`src/rtl/instr_fetch_unit_pkg.sv`:
```
// Shared definitions for the fetch stage: FSM state encoding, reset PC
// default and instruction field offsets.
package instr_fetch_unit_pkg;

  typedef enum logic [1:0] {
    ST_IDLE  = 2'd0,
    ST_FETCH = 2'd1,
    ST_EXEC  = 2'd2
  } fetch_state_e;

  localparam logic [31:0] DEF_RESET_PC = 32'h0000_0000;

  // instruction field offsets
  localparam int IMM_LSB    = 0;
  localparam int IMM_MSB    = 15;
  localparam int TARGET_MSB = 25;

  localparam int TCNT_W = 8;  // holds TIMEOUT_CYC up to 255

endpackage

```
`src/rtl/instr_fetch_unit_pc_next_sel.sv`:
```
// Next-PC priority mux.
//   pc_plus4     : sequential address, also upper bits for J-type targets
//   jtarget      : instr[25:0] J-type target field
//   imm_sext     : sign-extended branch immediate (word offset)
//   branch_taken, jump, jump_reg : redirect selects, jump_reg highest
//   reg_target   : rs value for JR/JALR, used unaligned as-is
//   next_pc      : selected address, all arithmetic mod 2^32
module instr_fetch_unit_pc_next_sel
  import instr_fetch_unit_pkg::*;
(
  input  logic [31:0]         pc_plus4,
  input  logic [TARGET_MSB:0] jtarget,
  input  logic [31:0]         imm_sext,
  input  logic                branch_taken,
  input  logic                jump,
  input  logic                jump_reg,
  input  logic [31:0]         reg_target,
  output logic [31:0]         next_pc
);

  logic [31:0] br_target;
  logic [31:0] j_target;

  // shift drops imm_sext[31:30]; the add wraps on overflow
  assign br_target = pc_plus4 + (imm_sext << 2);
  assign j_target  = {pc_plus4[31:28], jtarget, 2'b00};

  always_comb begin
    next_pc = pc_plus4;
    if (jump_reg)          next_pc = reg_target;
    else if (jump)         next_pc = j_target;
    else if (branch_taken) next_pc = br_target;
  end

endmodule

```
`src/rtl/instr_fetch_unit.sv`:
```
// Fetch stage: owns the PC, runs the imem req/ack handshake, holds the
// fetched instruction until the core retires it, then steps the PC.
//   clk, rst_n        : clock, async active-low reset
//   imem_req/addr     : fetch request, address = pc, held until ack
//   imem_ack/rdata    : memory response, only honoured in FETCH
//   instr/instr_valid : latched instruction for decode/execute
//   immediate/imm_sext: instr[15:0] out to sign_extend, result back in
//   retire + branch_taken/jump/jump_reg/reg_target : redirect controls
//   pc, pc_plus4      : current address and link value
//   fetch_err         : sticky fetch timeout flag
module instr_fetch_unit
  import instr_fetch_unit_pkg::*;
#(
  parameter logic [31:0] RESET_PC    = DEF_RESET_PC,
  parameter int          TIMEOUT_CYC = 16
) (
  input  logic        clk,
  input  logic        rst_n,
  output logic        imem_req,
  output logic [31:0] imem_addr,
  input  logic        imem_ack,
  input  logic [31:0] imem_rdata,
  output logic [31:0] instr,
  output logic        instr_valid,
  output logic [15:0] immediate,
  input  logic [31:0] imm_sext,
  input  logic        retire,
  input  logic        branch_taken,
  input  logic        jump,
  input  logic        jump_reg,
  input  logic [31:0] reg_target,
  output logic [31:0] pc,
  output logic [31:0] pc_plus4,
  output logic        fetch_err
);

  localparam logic [TCNT_W-1:0] TMO = TCNT_W'(TIMEOUT_CYC);

  fetch_state_e      state, state_d;
  logic [TCNT_W-1:0] tcnt;
  logic [31:0]       next_pc;

  // req and valid come straight from state so reset clears them at once
  assign imem_req    = (state == ST_FETCH);
  assign instr_valid = (state == ST_EXEC);
  assign imem_addr   = pc;
  assign pc_plus4    = pc + 32'd4;
  assign immediate   = instr[IMM_MSB:IMM_LSB];

  always_ff @(posedge clk or negedge rst_n) begin
    if (!rst_n) state <= ST_IDLE;
    else        state <= state_d;
  end

  always_comb begin
    state_d = state;
    case (state)
      ST_IDLE:  state_d = ST_FETCH;
      ST_FETCH: if (imem_ack) state_d = ST_EXEC;
      ST_EXEC:  if (retire)   state_d = ST_FETCH;
      default:  state_d = ST_IDLE;
    endcase
  end

  always_ff @(posedge clk or negedge rst_n) begin
    if (!rst_n) begin
      pc        <= RESET_PC;
      instr     <= '0;
      tcnt      <= '0;
      fetch_err <= 1'b0;
    end else begin
      case (state)
        ST_FETCH: begin
          if (imem_ack) begin
            instr <= imem_rdata;
            tcnt  <= '0;
          end else if (tcnt != TMO) begin
            // saturating wait counter; flag raised on the edge it hits TMO
            tcnt <= tcnt + 1'b1;
            if (tcnt + 1'b1 == TMO) fetch_err <= 1'b1;
          end
        end
        ST_EXEC: if (retire) pc <= next_pc;
        default: ;
      endcase
    end
  end

  instr_fetch_unit_pc_next_sel u_pc_next_sel (
    .pc_plus4     (pc_plus4),
    .jtarget      (instr[TARGET_MSB:0]),
    .imm_sext     (imm_sext),
    .branch_taken (branch_taken),
    .jump         (jump),
    .jump_reg     (jump_reg),
    .reg_target   (reg_target),
    .next_pc      (next_pc)
  );

endmodule
```
`config.mk`:
```
export PLATFORM = sky130hd
export DESIGN_NAME = instr_fetch_unit
export DESIGN_NICKNAME = d
export VERILOG_FILES = /design/src/rtl/instr_fetch_unit_pkg.sv /design/src/rtl/instr_fetch_unit_pc_next_sel.sv /design/src/rtl/instr_fetch_unit.sv
export SDC_FILE = /design/constraint.sdc
export NUM_CORES = 1
export LEC_CHECK = 0
export ABC_CLOCK_PERIOD_IN_PS = 3950
export CAP_MARGIN = 20
export CORE_UTILIZATION = 40
export DETAILED_ROUTE_END_ITERATION = 6
export PLACE_DENSITY_LB_ADDON = 0.05
export SYNTH_ARGS = -nofsm -noshare
export SYNTH_HDL_FRONTEND = slang
export SYNTH_SLANG_ARGS = --single-unit
```
`constraint.sdc`:
```
create_clock -name clk -period 3.95 [get_ports clk]
set_input_delay 0.5925 -clock clk [delete_from_list [all_inputs] [get_ports clk]]
set_output_delay 0.5925 -clock clk [all_outputs]
set_load 0.005 [all_outputs]
```
==> results.sh, run 1 <==
export IMPL_critical_path_peak_fanout=6
export IMPL_drt_iter0_drc=603
export IMPL_power_share_switching_pct=41.6
export IMPL_ys_dominant_reg_cell="sky130_fd_sc_hd__dfrtp_1"
export IMPL_cts_post_setup_buffers_inserted=0
export IMPL_sequentialPowerShare_pct=21.2
export IMPL_num_antenna_cells=0
export IMPL_floorplan_core_area_um2=15300
export IMPL_final_design_area_no_fill_um2=9290
export IMPL_detail_route_wirelength_mm=22.9
export IMPL_synth_fp_nets=862
export IMPL_routedLengthMet1_mm=10.2
export IMPL_comb_power_share_pct=67.7
export IMPL_synth_edff_count=0
export IMPL_power_density_cell_area_nw_per_um2=791
export IMPL_syn_mean_instance_area_um2=8.74
export IMPL_worst_skew_pair_later_pin_latency_ns=0.34
export IMPL_post_synth_num_cell_types=69
export IMPL_max_cap_violations=0
export IMPL_cts_tree="built"
export IMPL_post_synth_top_count_cell="sky130_fd_sc_hd__dfrtp_1"
export IMPL_finish_cell_count_without_fillers=1169
export IMPL_power_switching_uw=3060
export IMPL_regArea_um2=1880
export IMPL_met3_length_mm=2.02
export IMPL_synth_yosys_seq_area_share_pct=29.9
export IMPL_route_vias_total=6494
export IMPL_post_route_drc_count=0
export IMPL_dpl_instance_area_um2=8930
export IMPL_hpwl_mm=18.3
export IMPL_dpl_worst_slack_ns=0.0787
export IMPL_area_leader_netlist="sky130_fd_sc_hd__dfrtp_1"
export IMPL_drt_first_pass_iters=5
export IMPL_antenna_found_initial=0
export IMPL_maxClockFrequency_mhz=268
export IMPL_tightest_slew_ns=0.980
export IMPL_synth_common_cells="75 x sky130_fd_sc_hd__dfrtp_1, 65 x sky130_fd_sc_hd__nor2_1, 53 x sky130_fd_sc_hd__nand2_1, 50 x sky130_fd_sc_hd__a21oi_1, 50 x sky130_fd_sc_hd__buf_4"
export IMPL_cts_inserted_buffers=9
export IMPL_clock_tree_buffer_depth=2
export IMPL_grt_ovfl_total=0
export IMPL_power_leakage_uw=0.00387
export IMPL_synth_top_cells_by_area="sky130_fd_sc_hd__dfrtp_1 30%, sky130_fd_sc_hd__ha_1 7.8%, sky130_fd_sc_hd__buf_4 6.0%, sky130_fd_sc_hd__mux2_2 5.7%, sky130_fd_sc_hd__xnor2_1 4.0%"
export IMPL_synth_seq_cells=75
export IMPL_cp_arrival_ns=3.94
export IMPL_placed_cells=1153
export IMPL_clockRootBuffer="sky130_fd_sc_hd__clkbuf_16"
export IMPL_areaGrowthSynthToFinish_pct=47.9
export IMPL_netlist_instances=719
export IMPL_wire_length_of_the_first_global_routing_pass_mm=34.8
export IMPL_asyncSetResetFlopFracSynth_pct=100
export IMPL_met2WireLength_mm=10.2
export IMPL_die_area_um2=16200
export IMPL_die_y_um=127
export IMPL_fin_crit_sh_pct=94.6
export IMPL_postLayoutSetupSlackWorst_ns=0.214
export IMPL_fin_nets=1096
export IMPL_timing_slew_headroom_pct=34.7
export IMPL_timing_clock_skew_ns=0.00619
export IMPL_hold_buffers=0
export IMPL_fin_total_pwr_uw=7350
export IMPL_timing_hold_violations_final=0
export IMPL_wl_per_cell_um=19.6
export IMPL_critical_path_required_ns=4.16
export IMPL_multi_input_comb_area_um2=3910
export IMPL_grt_max_degree=76
export IMPL_ctsHtreeMaxLevel=3
export IMPL_core_rowCount=45
export IMPL_grt_util_all_layers_pct=28.2
export IMPL_type_of_the_setup_path_with_the_least_slack="flip-flop to flip-flop"
export IMPL_post_synth_instance_area_um2=6280
export IMPL_worstHoldPathType="input port to asynchronous set/reset pin"
export IMPL_synthesis_yosys_warnings=0
export IMPL_count_of_filler_cells_inserted_in_the_layout=1350
export IMPL_io_pin_count=250
export IMPL_detail_route_vias_per_cell=5.56
export IMPL_uppermost_layer_routed="met4"
export IMPL_gp_congestion=0.947
export IMPL_grt_setup_unrepaired="false"
export IMPL_post_route_cells_drive_above_1_share_pct=14.2
export IMPL_chipWidth_um=127
export IMPL_io_buffer_count=247
export IMPL_initial_standard_cell_utilization_of_the_core_pct=41.2
export IMPL_clock_sink_count=75
export IMPL_netlist_area_leader_share_pct=29.9
export IMPL_run_status="complete, no violations"
export IMPL_finalSetupViolCount=0
export IMPL_route_antenna_remaining_nets=0
export IMPL_timing_final_crit_period_ns=3.74
export IMPL_clk_transition_reported_paths_ns=0.06
export IMPL_intPower_uw=4290
export IMPL_cp_end_kind="flip-flop"
export IMPL_power_share_clock_pct=11.1
export IMPL_vdd_ir_drop_max_uv=445
export IMPL_vias_in_the_first_global_route=6201
export IMPL_startpoint_type="flip-flop"
export IMPL_report_final_slew_viol_count=0
==> through the flow <==
step           setup TNS, ns  utilization [%]  hold WS, ns
2_1_floorplan              0                -        0.297
5_1_grt                    0             60.9        0.480
3_5_place_dp               0             58.5        0.463
6_report                   0             60.9        0.407
3_3_place_gp         -0.0205             58.5        0.452
4_1_cts                    0             60.5        0.454
==> kinds of logic (layout without fill, tap and decap cells) <==
family / after synthesis / after routing / share of synthesized area (%)
compound gates: 206 / 206 / 22.8
xor+xnor: 56 / 56 / 7.81
fa+ha+maj: 40 / 40 / 8.09
buf+inv: 98 / 337 / 8.88
flops: 75 / 75 / 29.9
mux: 38 / 38 / 6.69
simple gates: 206 / 206 / 15.9
==> sequential cells by signal, indices dropped and copies added, names as in the netlist <==
| name | cells |
|---|---|
| imem_addr | 32 |
| instr | 32 |
| tcnt | 8 |
| state | 2 |
| fetch_err | 1 |
==> critical path, cell delays in order (launching register included) <==
cell and delay (ns):
sky130_fd_sc_hd__dfrtp_2 0.42, sky130_fd_sc_hd__ha_1 0.22, sky130_fd_sc_hd__nand4_1 0.22, sky130_fd_sc_hd__nor2_4 0.18
sky130_fd_sc_hd__buf_4 0.15, sky130_fd_sc_hd__and4_1 0.20, sky130_fd_sc_hd__xor2_1 0.20, sky130_fd_sc_hd__ha_1 0.33
sky130_fd_sc_hd__and3_1 0.23, sky130_fd_sc_hd__a221oi_1 0.30, sky130_fd_sc_hd__o21ai_2 0.15, sky130_fd_sc_hd__a21oi_2 0.26
sky130_fd_sc_hd__o21ai_1 0.16, sky130_fd_sc_hd__a21oi_2 0.22, sky130_fd_sc_hd__xor2_1 0.24, sky130_fd_sc_hd__o22ai_1 0.12
==> metal layers <==
| layer | track usage [%] | up-vias |
|---|---|---|
| li1 | - | 3042 |
| met1 | 39.3 | 3111 |
| met2 | 43.5 | 310 |
| met3 | 6.24 | 31 |
| met4 | 8.47 | 0 |
| met5 | 0 | - |
==> cell usage in the layout, fill, tap and decap left out, types with 5 or more instances in the layout <==
master                            Yosys  routed
sky130_fd_sc_hd__mux2i_1              6       6
sky130_fd_sc_hd__o21bai_1             6       6
sky130_fd_sc_hd__a21o_1              11      11
sky130_fd_sc_hd__a221oi_1             8       8
sky130_fd_sc_hd__nand3_1             25      25
sky130_fd_sc_hd__mux2_2              32      32
sky130_fd_sc_hd__buf_4               50      53
sky130_fd_sc_hd__o21ai_1              7       6
sky130_fd_sc_hd__nand4_1             12      12
sky130_fd_sc_hd__o31ai_1              5       5
sky130_fd_sc_hd__a21oi_1             50      47
sky130_fd_sc_hd__clkdlybuf4s50_1      0     246
sky130_fd_sc_hd__nand2b_1             8       8
sky130_fd_sc_hd__a31oi_1              6       6
sky130_fd_sc_hd__clkbuf_16            0       9
sky130_fd_sc_hd__inv_1               21      21
sky130_fd_sc_hd__nor3_1               6       6
sky130_fd_sc_hd__a211oi_1             6       6
sky130_fd_sc_hd__o211ai_1             5       5
sky130_fd_sc_hd__and3_1              15      15
sky130_fd_sc_hd__xor2_1              27      26
sky130_fd_sc_hd__xnor2_1             29      29
sky130_fd_sc_hd__ha_1                39      37
sky130_fd_sc_hd__o221ai_1             5       5
sky130_fd_sc_hd__a21oi_2              3       6
sky130_fd_sc_hd__dfrtp_1             75      72
sky130_fd_sc_hd__o22ai_1             12      12
sky130_fd_sc_hd__nor2_1              65      63
sky130_fd_sc_hd__o21ai_0             40      40
sky130_fd_sc_hd__nand2_1             53      53
==> power groups by stage <==
stage,Clock [µW],Combinational (µW),Sequential [µW]
finish,816,4980,1560
global route,859,5340,1610
floorplan,0,2580,1500
detailed placement,0,4860,1550
CTS,827,4900,1550
global placement,0,4830,1530
==> what timing repair did <==
item                                   in CTS  in global routing
setup endpoints to repair                   0                  8
resized for setup                           0                 16
endpoints found under the hold margin       0                  0
==> final cells by class <==
| type | instances | area share [%] |
|---|---|---|
| Tap cell | 211 | 2.84 |
| Inverter | 22 | 0.889 |
| Timing Repair Buffer | 299 | 30.8 |
| Sequential cell | 75 | 20.2 |
| Clock buffer | 10 | 2.46 |
| Clock inverter | 6 | 0.700 |
| Multi-Input combinational cell | 546 | 42.1 |
==> path summary, 6_finish.rpt <==
check	end	depth (start not counted)	start	slack [ns]
worst max-delay path	imem_addr[28]	15	imem_addr[3]	0.21
worst min-delay path	instr[30]	1	rst_n	0.41
worst max register to register	imem_addr[28]	15	imem_addr[3]	0.21
worst min register to register	state[0]	1	state[1]	0.48
max in group asynchronous	imem_addr[2]	1	rst_n	2.87
min in group clk	state[0]	1	state[1]	0.48
Note: power is estimated with default switching activity, not from simulation.
==> inputs of run 2 (changes only) <==
Settings changed: CORE_MARGIN set to 8.
==> run 2 against run 1 <==
Sequential cell count unchanged. Utilization decreased by 1.2 points. Via count decreased by 1.6%. Die area increased by 23%. Worst hold slack got worse by 0.0016 ns. Largest power group unchanged. Highest routed layer unchanged.
==> results.sh, run 2 (same netlist as run 1, synthesis figures left out) <==
export IMPL_fin_crit_sh_pct=95.0
export IMPL_chipWidth_um=141
export IMPL_worst_path_cell_with_the_longest_stage_delay="sky130_fd_sc_hd__dfrtp_2"
export IMPL_grt_ovfl_total=0
export IMPL_floorplan_core_area_um2=15600
export IMPL_detail_route_wirelength_mm=24.5
export IMPL_maxClockFrequency_mhz=266
export IMPL_antenna_found_initial=0
export IMPL_report_final_slew_viol_count=0
export IMPL_layout_cells_most_common_list="246 x sky130_fd_sc_hd__clkdlybuf4s50_1, 73 x sky130_fd_sc_hd__dfrtp_1, 63 x sky130_fd_sc_hd__nor2_1, 53 x sky130_fd_sc_hd__nand2_1, 49 x sky130_fd_sc_hd__a21oi_1"
export IMPL_postLayoutSetupSlackWorst_ns=0.196
export IMPL_io_pin_count=250
export IMPL_hpwl_mm=19.8
export IMPL_detail_route_vias_per_cell=5.48
export IMPL_fin_total_pwr_uw=7490
export IMPL_grt_max_degree=76
export IMPL_core_rowCount=46
export IMPL_finish_cell_count_without_fillers=1167
export IMPL_timing_final_crit_period_ns=3.75
export IMPL_power_density_cell_area_nw_per_um2=805
export IMPL_type_of_the_setup_path_with_the_least_slack="flip-flop to flip-flop"
export IMPL_critical_path_required_ns=4.15
export IMPL_cp_arrival_ns=3.95
export IMPL_timing_clock_skew_ns=0.00444
export IMPL_fin_nets=1090
export IMPL_timing_hold_violations_final=0
export IMPL_route_antenna_remaining_nets=0
export IMPL_drt_first_pass_iters=7
export IMPL_worstHoldPathType="input port to asynchronous set/reset pin"
export IMPL_multi_input_comb_area_um2=3930
export IMPL_most_common_library_cell_in_the_layout_ignoring_fill_and_taps="sky130_fd_sc_hd__clkdlybuf4s50_1"
export IMPL_count_of_filler_cells_inserted_in_the_layout=1402
export IMPL_regArea_um2=1880
export IMPL_max_cap_violations=0
export IMPL_io_buffer_count=247
export IMPL_wire_length_of_the_first_global_routing_pass_mm=37.2
export IMPL_clock_tree_buffer_depth=2
export IMPL_cp_end_kind="flip-flop"
export IMPL_areaGrowthSynthToFinish_pct=48.1
export IMPL_route_vias_total=6390
export IMPL_postLayoutCoreUtil_pct=59.7
export IMPL_num_antenna_cells=0
export IMPL_placed_cells=1149
export IMPL_post_route_cells_drive_above_1_share_pct=14.0
export IMPL_timing_slew_headroom_pct=34.7
export IMPL_cts_inserted_buffers=9
export IMPL_die_y_um=141
export IMPL_grt_util_all_layers_pct=24.0
export IMPL_post_route_drc_count=0
export IMPL_drt_iter0_drc=437
export IMPL_longest_individual_stage_delay_on_the_worst_path_ns=0.42
export IMPL_ctsHtreeMaxLevel=3
export IMPL_clk_transition_reported_paths_ns=0.06
export IMPL_initial_standard_cell_utilization_of_the_core_pct=40.3
export IMPL_cts_tree="built"
export IMPL_gp_congestion=0.916
export IMPL_critical_path_peak_fanout=6
export IMPL_worst_path_dominant_cell_family="compound AO/OA/AOI/OAI gates"
export IMPL_wl_per_cell_um=21.0
export IMPL_power_leakage_uw=0.00388
export IMPL_clockRootBuffer="sky130_fd_sc_hd__clkbuf_16"
export IMPL_clock_sink_count=75
export IMPL_run_status="complete, no violations"
export IMPL_die_area_um2=20000
export IMPL_crit_buf_inv=2
export IMPL_vias_in_the_first_global_route=6433
export IMPL_dpl_worst_slack_ns=0.0806
export IMPL_crit_path_cell_trace="ha_2 > nand4_1 > nor2_4 > buf_4 > and4_1 > xor2_1 > ha_1 > and3_1 > a221oi_2 > o21ai_2 > a21oi_2 > buf_4 > xnor2_1 > nor2_1 > a21oi_1 > o22ai_1"
export IMPL_startpoint_type="flip-flop"
export IMPL_fin_setup_tns_ns=0
export IMPL_finalSetupViolCount=0
export IMPL_tightest_slew_ns=0.979
export IMPL_vdd_ir_drop_max_uv=377
export IMPL_worst_skew_pair_later_pin_latency_ns=0.33
export IMPL_path_common_cell="sky130_fd_sc_hd__buf_4"
-- run 2: cell count changes in the layout (fill, tap and decap cells not counted), moves of 2 or more --
cell,delta
sky130_fd_sc_hd__buf_4,-6
sky130_fd_sc_hd__a21oi_1,+2
sky130_fd_sc_hd__a21oi_2,-2
sky130_fd_sc_hd__bufinv_16,+2
sky130_fd_sc_hd__ha_2,+2
sky130_fd_sc_hd__xor2_1,-2
sky130_fd_sc_hd__xor2_2,+2
-- run 2: report_power, final --
group	internal (µW)	switching (µW)
logic	2670	2340
clock network	610	309
registers	1120	432
total	4400	3080
-- run 2: worst reg2reg max path, cell delays in order (launching register included) --
cell	delay (ns)
sky130_fd_sc_hd__dfrtp_2	0.42
sky130_fd_sc_hd__ha_2	0.22
sky130_fd_sc_hd__nand4_1	0.21
sky130_fd_sc_hd__nor2_4	0.20
sky130_fd_sc_hd__buf_4	0.15
sky130_fd_sc_hd__and4_1	0.20
sky130_fd_sc_hd__xor2_1	0.20
sky130_fd_sc_hd__ha_1	0.33
sky130_fd_sc_hd__and3_1	0.25
sky130_fd_sc_hd__a221oi_2	0.29
sky130_fd_sc_hd__o21ai_2	0.14
sky130_fd_sc_hd__a21oi_2	0.24
sky130_fd_sc_hd__buf_4	0.15
sky130_fd_sc_hd__xnor2_1	0.11
sky130_fd_sc_hd__nor2_1	0.05
sky130_fd_sc_hd__a21oi_1	0.29
sky130_fd_sc_hd__o22ai_1	0.14
-- run 2: path summary, 6_finish.rpt --
kind                               from            end  slack, ns  depth (start not counted)
max in group asynchronous         rst_n   imem_addr[5]       2.85                          1
max                        imem_addr[3]  imem_addr[18]       0.20                         16
min in group clk              fetch_err      fetch_err       0.47                          1
min reg2reg                   fetch_err      fetch_err       0.47                          1
min                               rst_n      instr[29]       0.41                          1
max reg2reg                imem_addr[3]  imem_addr[18]       0.20                         16
-- run 2: metrics by stage --
step / area (µm²) / hold WS (ns)
after CTS: 9200 / 0.455
after global placement: 8870 / 0.453
final: 9310 / 0.406
after floorplan: 6280 / 0.297
after detailed placement: 8870 / 0.457
after global routing: 9310 / 0.486
-- run 2: final cells by class --
type	instances	area share, %
clock buffer	9	2.42
inverter	22	0.887
multi-input combinational	546	42.2
clock inverter	6	1.13
sequential	75	20.2
timing repair buffer	293	30.3
tap	216	2.90
-- run 2: routing by layer --
metal  up-vias  GRT usage (%)  wire length [µm]  part of all wire [%]
met5         -              0                 0                     0
met4         0           5.54               298                   1.2
met3        19           6.45              2170                   8.8
met2       283           38.6             11300                    46
met1      3047           31.7             10700                    44
li1       3041              -                 -                     -
-- run 2: what timing repair did --
item / CTS / global route
hold buffers: 0 / 0
setup endpoints to repair: 0 / 12
setup buffers: 0 / 3
gates resized for setup: 0 / 20
==> inputs of run 3 (changes only) <==
Settings changed: CORE_ASPECT_RATIO set to 1.5, REMOVE_ABC_BUFFERS set to 1.
==> run 3 against run 2 <==
Clock skew up 0.0074 ns. First-iteration DRC count fell by 25%. Via count grew 2.3%. Clock power shrank 1%. Count of clock-buffer cells in the layout unchanged. Sequential share of layout area decreased by 0.20 points. Worst setup slack worse by 0.018 ns. Critical path type unchanged. Largest cell class unchanged. Highest routed layer unchanged.
==> results.sh, run 3 (same netlist as run 1, synthesis figures left out) <==
export IMPL_worst_skew_pair_later_pin_latency_ns=0.35
export IMPL_clock_sink_count=75
export IMPL_fin_crit_sh_pct=95.5
export IMPL_fin_nets=1109
export IMPL_drt_first_pass_iters=5
export IMPL_vias_in_the_first_global_route=6802
export IMPL_cts_tree="built"
export IMPL_critical_path_peak_fanout=5
export IMPL_postLayoutCoreUtil_pct=60.6
export IMPL_initial_standard_cell_utilization_of_the_core_pct=40.6
export IMPL_r2r_start="imem_addr[2]"
export IMPL_worstHoldPathType="input port to asynchronous set/reset pin"
export IMPL_antenna_found_initial=0
export IMPL_count_of_filler_cells_inserted_in_the_layout=1391
export IMPL_ctsHtreeMaxLevel=3
export IMPL_timing_slew_headroom_pct=38.0
export IMPL_cts_inserted_buffers=9
export IMPL_wl_per_cell_um=21.3
export IMPL_grt_util_all_layers_pct=24.3
export IMPL_type_of_the_setup_path_with_the_least_slack="flip-flop to flip-flop"
export IMPL_num_antenna_cells=0
export IMPL_hpwl_mm=19.5
export IMPL_grt_setup_unrepaired="true"
export IMPL_register_to_register_path_setup_slack_ns=0.18
export IMPL_post_route_drc_count=0
export IMPL_post_route_cells_drive_above_1_share_pct=14.9
export IMPL_route_antenna_remaining_nets=0
export IMPL_io_pin_count=250
export IMPL_cp_end_kind="flip-flop"
export IMPL_report_final_slew_viol_count=0
export IMPL_clock_tree_buffer_depth=2
export IMPL_detail_route_wirelength_mm=25.1
export IMPL_finalSetupViolCount=0
export IMPL_route_vias_total=6536
export IMPL_die_area_um2=20100
export IMPL_core_rowCount=56
export IMPL_wire_length_of_the_first_global_routing_pass_mm=38.2
export IMPL_postLayoutSetupSlackWorst_ns=0.178
export IMPL_ff2ff_path_depth=17
export IMPL_areaGrowthSynthToFinish_pct=49.4
export IMPL_clk_transition_reported_paths_ns=0.07
export IMPL_floorplan_core_area_um2=15500
export IMPL_power_density_cell_area_nw_per_um2=785
export IMPL_run_status="complete, no violations"
export IMPL_startpoint_type="flip-flop"
export IMPL_hold_buffers=0
export IMPL_gp_congestion=0.963
export IMPL_chipWidth_um=118
export IMPL_grt_max_degree=76
export IMPL_cp_arrival_ns=4.04
export IMPL_most_common_library_cell_in_the_layout_ignoring_fill_and_taps="sky130_fd_sc_hd__clkdlybuf4s50_1"
export IMPL_clockRootBuffer="sky130_fd_sc_hd__clkbuf_16"
export IMPL_critical_path_required_ns=4.21
export IMPL_layout_cells_most_common_list="245 x sky130_fd_sc_hd__clkdlybuf4s50_1, 75 x sky130_fd_sc_hd__dfrtp_1, 65 x sky130_fd_sc_hd__buf_4, 63 x sky130_fd_sc_hd__nor2_1, 52 x sky130_fd_sc_hd__nand2_1"
export IMPL_timing_hold_violations_final=0
export IMPL_tightest_slew_ns=0.926
export IMPL_timing_clock_skew_ns=0.0119
export IMPL_die_y_um=169
export IMPL_io_buffer_count=247
export IMPL_vdd_ir_drop_max_uv=386
export IMPL_detail_route_vias_per_cell=5.57
export IMPL_max_cap_violations=0
export IMPL_drt_iter0_drc=328
export IMPL_power_leakage_uw=0.00395
export IMPL_r2r_end="imem_addr[31]"
export IMPL_timing_final_crit_period_ns=3.77
export IMPL_grt_ovfl_total=0
export IMPL_dpl_worst_slack_ns=0.136
export IMPL_maxClockFrequency_mhz=265
==> run 3: cell count changes in the layout (fill, tap and decap cells not counted), sizes merged <==
cell           previous run  this run
clkinv                    4         6
bufinv                    3         1
clkdlybuf4s50           246       245
buf                      47        67
inv                      21        22
==> run 3: how the worst max path moves through the flow <==
stage                      start            end  slack (ns)
global placement    imem_addr[3]  imem_addr[31]        0.21
CTS                 imem_addr[3]  imem_addr[31]        0.03
global route        imem_addr[2]  imem_addr[31]       -0.05
floorplan           imem_addr[8]  imem_addr[30]        0.49
detailed placement  imem_addr[3]  imem_addr[31]        0.14
finish              imem_addr[2]  imem_addr[31]        0.18
==> run 3: what timing repair did <==
| item | 4_1_cts | 5_1_grt |
|---|---|---|
| gates resized for setup | 0 | 7 |
| setup buffers | 0 | 3 |
| endpoints found under the setup margin | 0 | 6 |
==> run 3: cell type report <==
class                           count  area, µm²  share of cell area [%]
Sequential cell                    75       1880                    20.0
Clock inverter                      7        100                    1.07
Timing Repair Buffer              312       2970                    31.7
Tap cell                          203        254                    2.71
Multi-Input combinational cell    546       3870                    41.3
Clock buffer                        9        225                    2.40
Inverter                           22       82.6                   0.880
==> run 3: report_power, final <==
part | switching (µW) | internal (µW)
Combinational | 2230 | 2720
Sequential | 400 | 1120
Clock | 401 | 509
==> run 3: worst max-delay path, cell delays in order, from the launching register on <==
cell and delay (ns):
sky130_fd_sc_hd__dfrtp_1 0.43, sky130_fd_sc_hd__ha_1 0.21, sky130_fd_sc_hd__nand4_1 0.19, sky130_fd_sc_hd__nor2_4 0.24
sky130_fd_sc_hd__nand4_4 0.18, sky130_fd_sc_hd__nor2_2 0.21, sky130_fd_sc_hd__xor2_2 0.23, sky130_fd_sc_hd__ha_1 0.32
sky130_fd_sc_hd__buf_4 0.16, sky130_fd_sc_hd__a21oi_1 0.12, sky130_fd_sc_hd__o21a_1 0.21, sky130_fd_sc_hd__o21ai_0 0.11
sky130_fd_sc_hd__a41oi_1 0.18, sky130_fd_sc_hd__o21ba_2 0.24, sky130_fd_sc_hd__o221ai_2 0.18, sky130_fd_sc_hd__xnor2_1 0.10
sky130_fd_sc_hd__and3_4 0.18, sky130_fd_sc_hd__o31ai_2 0.20
==> run 3: layer usage <==
| layer | GRT usage (%) | routed length (µm) |
|---|---|---|
| met5 | 0 | 0 |
| met2 | 45.6 | 13400 |
| met3 | 5.56 | 1500 |
| met4 | 9.56 | 767 |
| met1 | 25.7 | 9400 |
==> run 3: stage by stage <==
stage                     setup TNS [ns]  instance area (µm²)  instances  hold WS [ns]  power [µW]
after detailed placement               0                 8980       1154         0.460        6420
after global placement                 0                 8980       1154         0.458        6360
after global routing             -0.0615                 9390       1174         0.173        7860
after CTS                              0                 9310       1170         0.444        7370
after floorplan                        0                 5810        643         0.297        3730
final                                  0                 9390       1174         0.155        7370
